`config.mk`:
```
export PLATFORM = sky130hd
export DESIGN_NAME = sfx_sequencer
export DESIGN_NICKNAME = d
export VERILOG_FILES = /design/src/rtl/sfx_sequencer.sv
export SDC_FILE = /design/constraint.sdc
export NUM_CORES = 1
export LEC_CHECK = 0
export BUFFER_PORTS_ARGS = -buffer_cell sky130_fd_sc_hd__buf_4
export CAP_MARGIN = 20
export CELL_PAD_IN_SITES_DETAIL_PLACEMENT = 0
export CELL_PAD_IN_SITES_GLOBAL_PLACEMENT = 1
export CORE_MARGIN = 2
export CORE_UTILIZATION = 42
export CTS_CLUSTER_SIZE = 16
export DETAILED_ROUTE_END_ITERATION = 7
export MAX_ROUTING_LAYER = met4
export PLACE_DENSITY = 0.8
export SLEW_MARGIN = 20
export SYNTH_ARGS = -nofsm -noshare
export SYNTH_HDL_FRONTEND = slang
export SYNTH_SLANG_ARGS = --single-unit
```
`constraint.sdc`:
```
create_clock -name clk -period 4.8 [get_ports clk]
set_input_delay 0.48 -clock clk [delete_from_list [all_inputs] [get_ports clk]]
set_output_delay 0.48 -clock clk [all_outputs]
set_load 0.05 [all_outputs]
```
`src/rtl/sfx_sequencer.sv`:
```
// Sound-effect sequencer: plays short ROM note sequences (eat/level/hit) over the
// background track, with priority preemption and a registered note_gen interface.
module sfx_sequencer #(
  parameter int unsigned TICK_DIV = 5_000_000
) (
  input  logic        clk,
  input  logic        rst,
  input  logic        sfx_eat,
  input  logic        sfx_hit,
  input  logic        sfx_level,
  input  logic [21:0] bgm_note_div,
  input  logic        bgm_enable,
  output logic [21:0] note_div,
  output logic        enable_sound,
  output logic        sfx_busy,
  output logic        sfx_done
);

  localparam int unsigned PW = (TICK_DIV > 2) ? $clog2(TICK_DIV) : 1;
  localparam logic [PW-1:0] PrescMax = PW'(TICK_DIV - 1);

  typedef enum logic [1:0] {StIdle, StNote, StGap} state_e;
  // Encoding doubles as priority rank: larger value wins.
  typedef enum logic [1:0] {SeqEat = 2'd0, SeqLevel = 2'd1, SeqHit = 2'd2} seq_e;

  state_e        state_q, state_d;
  seq_e          seq_q, seq_d;
  logic [1:0]    idx_q, idx_d;
  logic [3:0]    tcnt_q, tcnt_d;
  logic [PW-1:0] presc_q, presc_d;
  logic [21:0]   note_div_q, note_div_d;
  logic          enable_q, enable_d;
  logic          busy_q, busy_d;
  logic          done_q, done_d;

  logic          tick;
  logic          ev_valid;
  seq_e          ev_seq;

  function automatic logic [21:0] rom_div(input seq_e s, input logic [1:0] i);
    logic [21:0] d;
    d = 22'd0;
    case (s)
      SeqEat: begin
        case (i)
          2'd0:    d = 22'd127551;
          default: d = 22'd95511;
        endcase
      end
      SeqLevel: begin
        case (i)
          2'd0:    d = 22'd191204;
          2'd1:    d = 22'd151745;
          2'd2:    d = 22'd127551;
          default: d = 22'd95511;
        endcase
      end
      default: begin
        case (i)
          2'd0:    d = 22'd127551;
          2'd1:    d = 22'd151745;
          default: d = 22'd255102;
        endcase
      end
    endcase
    return d;
  endfunction

  function automatic logic [3:0] rom_ticks(input seq_e s, input logic [1:0] i);
    logic [3:0] t;
    t = 4'd0;
    case (s)
      SeqEat:   t = 4'd3;
      SeqLevel: t = (i == 2'd3) ? 4'd8 : 4'd4;
      default:  t = (i == 2'd2) ? 4'd12 : 4'd6;
    endcase
    return t;
  endfunction

  function automatic logic [1:0] last_idx(input seq_e s);
    logic [1:0] l;
    case (s)
      SeqEat:   l = 2'd1;
      SeqLevel: l = 2'd3;
      default:  l = 2'd2;
    endcase
    return l;
  endfunction

  always_comb begin
    ev_valid = sfx_hit | sfx_level | sfx_eat;
    if (sfx_hit) begin
      ev_seq = SeqHit;
    end else if (sfx_level) begin
      ev_seq = SeqLevel;
    end else begin
      ev_seq = SeqEat;
    end
  end

  always_comb begin
    state_d    = state_q;
    seq_d      = seq_q;
    idx_d      = idx_q;
    tcnt_d     = tcnt_q;
    done_d     = 1'b0;
    note_div_d = note_div_q;
    enable_d   = 1'b0;
    busy_d     = 1'b0;

    tick    = (state_q != StIdle) && (presc_q == PrescMax);
    presc_d = ((state_q == StIdle) || tick) ? '0 : presc_q + 1'b1;

    case (state_q)
      StNote: begin
        if (tick) begin
          if (tcnt_q == rom_ticks(seq_q, idx_q) - 4'd1) begin
            state_d = StGap;
            tcnt_d  = 4'd0;
          end else begin
            tcnt_d = tcnt_q + 4'd1;
          end
        end
      end
      StGap: begin
        if (tick) begin
          tcnt_d = 4'd0;
          if (idx_q == last_idx(seq_q)) begin
            state_d = StIdle;
            idx_d   = 2'd0;
            done_d  = 1'b1;
          end else begin
            state_d = StNote;
            idx_d   = idx_q + 2'd1;
          end
        end
      end
      default: begin
      end
    endcase

    // Completion edge counts as idle, so any event there starts a new sequence;
    // done_d is left set for the sequence that just finished.
    if (ev_valid && ((state_d == StIdle) || (ev_seq > seq_q))) begin
      state_d = StNote;
      seq_d   = ev_seq;
      idx_d   = 2'd0;
      tcnt_d  = 4'd0;
      presc_d = '0;
    end

    case (state_d)
      StNote: begin
        note_div_d = rom_div(seq_d, idx_d);
        enable_d   = 1'b1;
        busy_d     = 1'b1;
      end
      StGap: begin
        note_div_d = rom_div(seq_d, idx_d);
        busy_d     = 1'b1;
      end
      default: begin
        note_div_d = bgm_note_div;
        enable_d   = bgm_enable;
      end
    endcase
  end

  always_ff @(posedge clk) begin
    if (rst) begin
      state_q    <= StIdle;
      seq_q      <= SeqEat;
      idx_q      <= 2'd0;
      tcnt_q     <= 4'd0;
      presc_q    <= '0;
      note_div_q <= 22'd0;
      enable_q   <= 1'b0;
      busy_q     <= 1'b0;
      done_q     <= 1'b0;
    end else begin
      state_q    <= state_d;
      seq_q      <= seq_d;
      idx_q      <= idx_d;
      tcnt_q     <= tcnt_d;
      presc_q    <= presc_d;
      note_div_q <= note_div_d;
      enable_q   <= enable_d;
      busy_q     <= busy_d;
      done_q     <= done_d;
    end
  end

  assign note_div     = note_div_q;
  assign enable_sound = enable_q;
  assign sfx_busy     = busy_q;
  assign sfx_done     = done_q;

endmodule

```
==> results_dict.tcl, run 1 <==
set metrics [dict create \
    fin_skew_ps 7.277 \
    avgSynthCellArea_sq_um 8.670 \
    drcViolationCount 0 \
    fp-row-count 30 \
    cts_tree "done" \
    power_density_nw_per_um2 299.8 \
    start_util 0.4352 \
    fin_setup_tns_ps 0 \
    final_common_cell "dfxtp_1" \
    post_cts_buffers 0 \
    diodes 0 \
    crit_path_top_delay_cell "ha_1" \
    max_freq_mhz 252.9 \
    synthCells 341 \
    die_y_um 87.90 \
    routedWlPerCell_um 12.77 \
    synthTopCellsByArea "dfxtp_1 39%, nor2_1 6.6%, ha_1 5.5%" \
    grt_max_degree 27 \
    setup.worst_path.end_class "flip-flop" \
    async_flop_share 0 \
    rrSetupSlack_ps 850 \
    post_synth_num_cell_types 56 \
    ys_warn_count 0 \
    fin_cells 494 \
    layout_min_cycle_time_ps 3954 \
    status "finished, final reports clean" \
    htree_levels 3 \
    fillers 657 \
    area_growth_pct 21.03 \
    drt_wl_total_um 6306 \
    synth-seq-area-share 0.3927 \
    reg2reg_to "note_div[12]" \
    timing.rr.start "idx_q[0]" \
    crit_path_frequent_cell "ha_1" \
    cts_buffers 9 \
    hpwl_um 4620 \
    path_cells "inv_1 -> ha_1 -> mux2_2 -> ha_1 -> nor2b_1 -> nor3b_1 -> mux2i_1 -> a2111oi_4 -> o21ba_2 -> o22a_1 -> ha_1 -> clkinv_1 -> nor2_1 -> a32o_1" \
    num-nets-final 434 \
    clk_pin_slew_worst_paths_ps 70 \
    cts_buffer_depth 2 \
    path_class "reg2reg" \
    layout-drive-gt1-share 0.1985 \
    core_area_sq_um 6794 \
    die_w_um 87.90 \
    place_inst 478 \
    crit_path_max_incr_delay_ps 670 \
    min_path_type "in2reg" \
    clock_latency_ps 340 \
    setup_viol 0 \
    worstMarginPinSlew_ps 899.1 \
    worstPathArrival_ps 4230 \
    io_buffer_count 52 \
    relSlewSlack 0.3921 \
    ir_drop_uv 176.6 \
    ant_nets 0 \
    hold_depth 2 \
    final_util 0.5267 \
    final_cell_mix "58 x dfxtp_1, 52 x nor2_1, 52 x buf_4" \
    ctsHoldBuffers 0 \
    drv_slew 0 \
    cp_max_fo 19 \
    cts_num_sinks 58 \
    ys_seq_elements 58 \
    crit_required_ps 5080 \
    die-area_sq_um 7726 \
    startpoint_type "flip-flop" \
    hold_violations 0 \
    fin_area_sq_um 3578 \
    p_leak_nw 1.379 \
    ctsResizeCount 0 \
    grt_pass1_vias 2316 \
    synth-main-ff-cell "dfxtp_1" \
    yosysTopAreaCell "dfxtp_1" \
    drv_cap 0 \
    r2r_cells 14 \
    postSynthNetCount 382 \
    synth_edf_count 0 \
    ios 53 \
    drt_iter0_markers 176 \
    placed_cell_area_sq_um 3400 \
    synthesis.area_sq_um 2957 \
    dr_total_vias 2492 \
    vias_per_cell 5.045 \
    first_pass_iters 4 \
    place_congestion 0.8608 \
    rsz0062_at_grt "no" \
    yosysTopAreaCellShare 0.3927 \
    grt_usage 0.1821 \
    power_mw 1.073 \
    fin_crit_sh 0.8237 \
    holdPathEnd "note_div[21]" \
    antenna_found_initial 0 \
    gr-total-overflow 0 \
    grt_pass1_wl_um 10620 \
    hp-start "bgm_note_div[21]" \
    cts-root-buf "clkbuf_8" \
]
[final cells by class]
cell class              count  area, sq um  area share
inverters                  24        90.09     0.02517
flip-flops and latches     58         1161      0.3245
clock buffers              10        137.6     0.03846
well taps                  96        120.1     0.03357
clock inverters             6        41.29     0.01154
repair buffers             52        390.4      0.1091
multi-input cells         248         1638      0.4577
[power breakdown]
group | switching (mW) | leakage (nW) | internal, mW
sequential | 0.00767 | 0.474 | 0.496
clock | 0.210 | 0.0847 | 0.201
combinational | 0.101 | 0.820 | 0.0583
[routing by layer]
metal  part of all wire  vias up  global-route usage
li1                   -     1302                   -
met1               0.51     1126              0.2484
met2               0.41       55              0.2493
met3              0.056        9             0.05372
met4              0.018        0             0.07552
met5                  0        -                   -
[stage by stage]
step | setup slack [ps] | hold slack (ps)
floorplan | 1298 | 429.7
global placement | 990.7 | 447.4
detailed placement | 876.4 | 453.8
CTS | 854.5 | 324.1
global route | 490.3 | 340.6
finish | 846.1 | 338.1
[worst max-delay path: cells and delay by family, from the launching register on]
kind / cells / cell delay, ps
AOI/OAI and AO/OA: 4 / 730
adders and majority gates: 3 / 1120
buffers and inverters: 2 / 480
DFF: 1 / 400
muxes: 2 / 600
and+or+nand+nor: 3 / 570
[flip-flops by register name, summed over array words and instances (netlist names)]
name,flops
sfx_done,1
state_q,2
idx_q,2
presc_q,23
note_div,22
enable_sound,1
seq_q,2
sfx_busy,1
tcnt_q,4
[how the worst max path moves through the flow]
stage | from | endpoint | slack, ps | cells past startpoint
floorplan | idx_q[0] | note_div[10] | 1300 | 15
global placement | idx_q[0] | note_div[12] | 990 | 14
detailed placement | idx_q[0] | note_div[0] | 880 | 14
CTS | idx_q[0] | note_div[12] | 850 | 14
global route | idx_q[0] | note_div[12] | 490 | 14
finish | idx_q[0] | note_div[12] | 850 | 14
[cells by family (layout without fill, tap and decap cells)]
family	Yosys count	count (layout)	share of synthesized area
buf+inv	35	92	0.05332
compound gates	65	65	0.1591
flops	58	58	0.3927
mux	9	9	0.03174
fa+ha+maj	13	13	0.05502
xor+xnor	23	23	0.06813
simple gates	138	138	0.2400
[synthesized netlist by cell type, types with 4 or more instances]
| cell type | count |
|---|---|
| nor4_1 | 4 |
| mux2i_1 | 6 |
| clkbuf_1 | 5 |
| nand4_1 | 7 |
| nor2_1 | 52 |
| nor2b_1 | 7 |
| nand3_1 | 15 |
| xnor2_1 | 13 |
| nand3b_1 | 4 |
| ha_1 | 13 |
| a21oi_1 | 16 |
| xor2_1 | 10 |
| dfxtp_1 | 58 |
| and2_1 | 10 |
| o21ai_0 | 11 |
| nand2_1 | 13 |
| inv_1 | 23 |
| nor3_1 | 9 |
No activity file was read; power rests on OpenSTA's default activity.
==> run 2: changes to the inputs <==
- ABC_AREA: unset -> 1
- CORE_UTILIZATION: 42 -> 36
- PLACE_DENSITY: 0.8 -> 0.75
- clock period: 4.8 -> 3.4 ns (I/O delays scaled with it)
==> run 2 against run 1 <==
Net effect:
- combinational power grew to 3.5 times the previous value
- highest routed layer unchanged
- first-iteration DRC count shrank 51%
- largest cell class unchanged
- total power grew 76%
- critical endpoint is now note_div[16]
==> results_dict.tcl, run 2 <==
set metrics [dict create \
    status "finished, final reports clean" \
    ios 53 \
    path_class "reg2reg" \
    htree_levels 3 \
    synth-main-ff-cell "dfxtp_1" \
    ir_drop_uv 225.8 \
    drv_cap 0 \
    top_register "presc_q" \
    cts_buffer_depth 2 \
    drt_iter0_markers 86 \
    vias_per_cell 4.585 \
    area_growth_pct 22.60 \
    antenna_found_initial 0 \
    synthTopCellsByArea "dfxtp_1 38%, nand2_1 10%, nor2_1 7.7%" \
    crit_required_ps 3660 \
    avgSynthCellArea_sq_um 7.526 \
    fp-row-count 33 \
    fillers 870 \
    ys_seq_elements 58 \
    die_y_um 95.56 \
    cts_num_sinks 58 \
    fin_skew_ps 7.022 \
    num-nets-final 502 \
    dr_total_vias 2618 \
    pre_cts_slack_ps 272.8 \
    post_synth_num_cell_types 43 \
    setup.worst_path.end_class "flip-flop" \
    fin_setup_tns_ps 0 \
    path_cells "inv_1 -> ha_1 -> nand2_1 -> nand2_1 -> ha_1 -> xnor2_1 -> nor3_2 -> nand3_2 -> nand2_2 -> nand3_2 -> nand2_2 -> nand2_2 -> nand2_4 -> nand2_4 -> nand2_1 -> inv_1 -> ha_1 -> clkinv_1 -> buf_4 -> nand3_1 -> a21oi_1" \
    synth-seq-area-share 0.3847 \
    ys_warn_count 0 \
    routedWlPerCell_um 11.07 \
    startpoint_type "flip-flop" \
    rsz0062_at_grt "no" \
    hold_violations 0 \
    clock_latency_ps 330 \
    layout_min_cycle_time_ps 3035 \
    final_common_cell "nand2_1" \
    worstPathArrival_ps 3300 \
    power_density_nw_per_um2 510.3 \
    whs_ps 218.5 \
    ctsHoldBuffers 0 \
    post_cts_buffers 0 \
    yosysTopAreaCellShare 0.3847 \
    hpwl_um 4920 \
    yosys-top-cells-count "82 x nand2_1, 62 x nor2_1, 58 x dfxtp_1" \
    start_util 0.3691 \
    ant_nets 0 \
    io_buffer_count 52 \
    synth_most_common_cell "nand2_1" \
    p_leak_nw 1.613 \
    cpLargestDelayFamily "simple AND/OR/NAND/NOR gates" \
    fin_crit_sh 0.8927 \
    die-area_sq_um 9132 \
    grt_pass1_vias 2443 \
    max_freq_mhz 329.5 \
    synthesis.area_sq_um 3018 \
    core_area_sq_um 8175 \
    final_cell_mix "82 x nand2_1, 62 x nor2_1, 57 x dfxtp_1" \
    grt_pass1_wl_um 10630 \
    worstMarginPinSlew_ps 408.3 \
    first_pass_iters 4 \
    synthCells 401 \
    setup_viol 0 \
    grt_usage 0.1520 \
    cts-root-buf "clkbuf_8" \
    layout-drive-gt1-share 0.2704 \
    cp_max_fo 18 \
    postSynthNetCount 442 \
    crit_path_max_incr_delay_ps 370 \
    largest_register_ffs 23 \
    async_flop_share 0 \
    cts_tree "done" \
    path_buf_inv 4 \
    drv_slew 0 \
    synth_edf_count 0 \
    min_path_type "in2reg" \
    ctsResizeCount 0 \
    cts_buffers 9 \
    worst_slack_ps 364.9 \
    drcViolationCount 0 \
    die_w_um 95.56 \
    relSlewSlack 0.7250 \
    grt_max_degree 24 \
    drt_wl_total_um 6321 \
    clk_pin_slew_worst_paths_ps 70 \
    place_congestion 0.7585 \
    yosysTopAreaCell "dfxtp_1" \
    gr-total-overflow 0 \
    final_util 0.4526 \
    diodes 0 \
    crit_path_top_delay_cell "dfxtp_2" \
]
## run 2: layout make-up
| class | count | area [sq um] | share of cell area |
|---|---|---|---|
| Sequential cell | 58 | 1162 | 0.3142 |
| Timing Repair Buffer | 56 | 420.4 | 0.1136 |
| Inverter | 48 | 181.4 | 0.04904 |
| Clock inverter | 6 | 41.29 | 0.01116 |
| Tap cell | 105 | 131.4 | 0.03551 |
| Multi-Input combinational cell | 288 | 1625 | 0.4393 |
| Clock buffer | 10 | 137.6 | 0.03720 |
## run 2: worst min-delay path: stages
cell and delay (ps):
buf_4 80, nor2_1 30, nor2_1 60
## run 2: cell families (layout without fill, tap and decap cells)
group,Yosys count,after routing,share of synthesized area
buffers and inverters,55,120,0.07669
AO/OA/AOI/OAI,51,51,0.09702
flip-flops,58,58,0.3847
AND/OR/NAND/NOR,216,216,0.3644
adder cells (fa/ha/maj),13,13,0.05390
XOR/XNOR,8,8,0.02321
## run 2: worst paths after layout
check | start | depth (start not counted) | end | slack (ps)
worst min register to register | presc_q[0] | 1 | presc_q[0] | 450
worst max-delay path | idx_q[0] | 21 | note_div[16] | 360
worst max register to register | idx_q[0] | 21 | note_div[16] | 360
worst min-delay path | bgm_note_div[14] | 3 | note_div[14] | 220
## run 2: through the flow
step                      cells  power (mW)  cell area (sq um)
after floorplan             401       1.180               3018
after global placement      555       1.329               3520
after detailed placement    555       1.332               3520
after CTS                   571       1.920               3699
after global routing        571       2.008               3700
final                       571       1.888               3700
## run 2: layer usage
metal / routed length (um) / GRT usage / up-vias
met1: 2950 / 0.1814 / 1182
met5: 0 / - / -
li1: - / - / 1398
met3: 151 / 0.03320 / 11
met4: 140 / 0.06548 / 0
met2: 3078 / 0.2465 / 27
## run 2: where the power goes
| part | total, mW | internal (mW) | switching [mW] | leakage (nW) |
|---|---|---|---|---|
| combinational | 0.556 | 0.178 | 0.378 | 1.05 |
| sequential | 0.755 | 0.734 | 0.0206 | 0.475 |
| clock | 0.577 | 0.284 | 0.293 | 0.0847 |
| total | 1.89 | 1.20 | 0.692 | 1.61 |
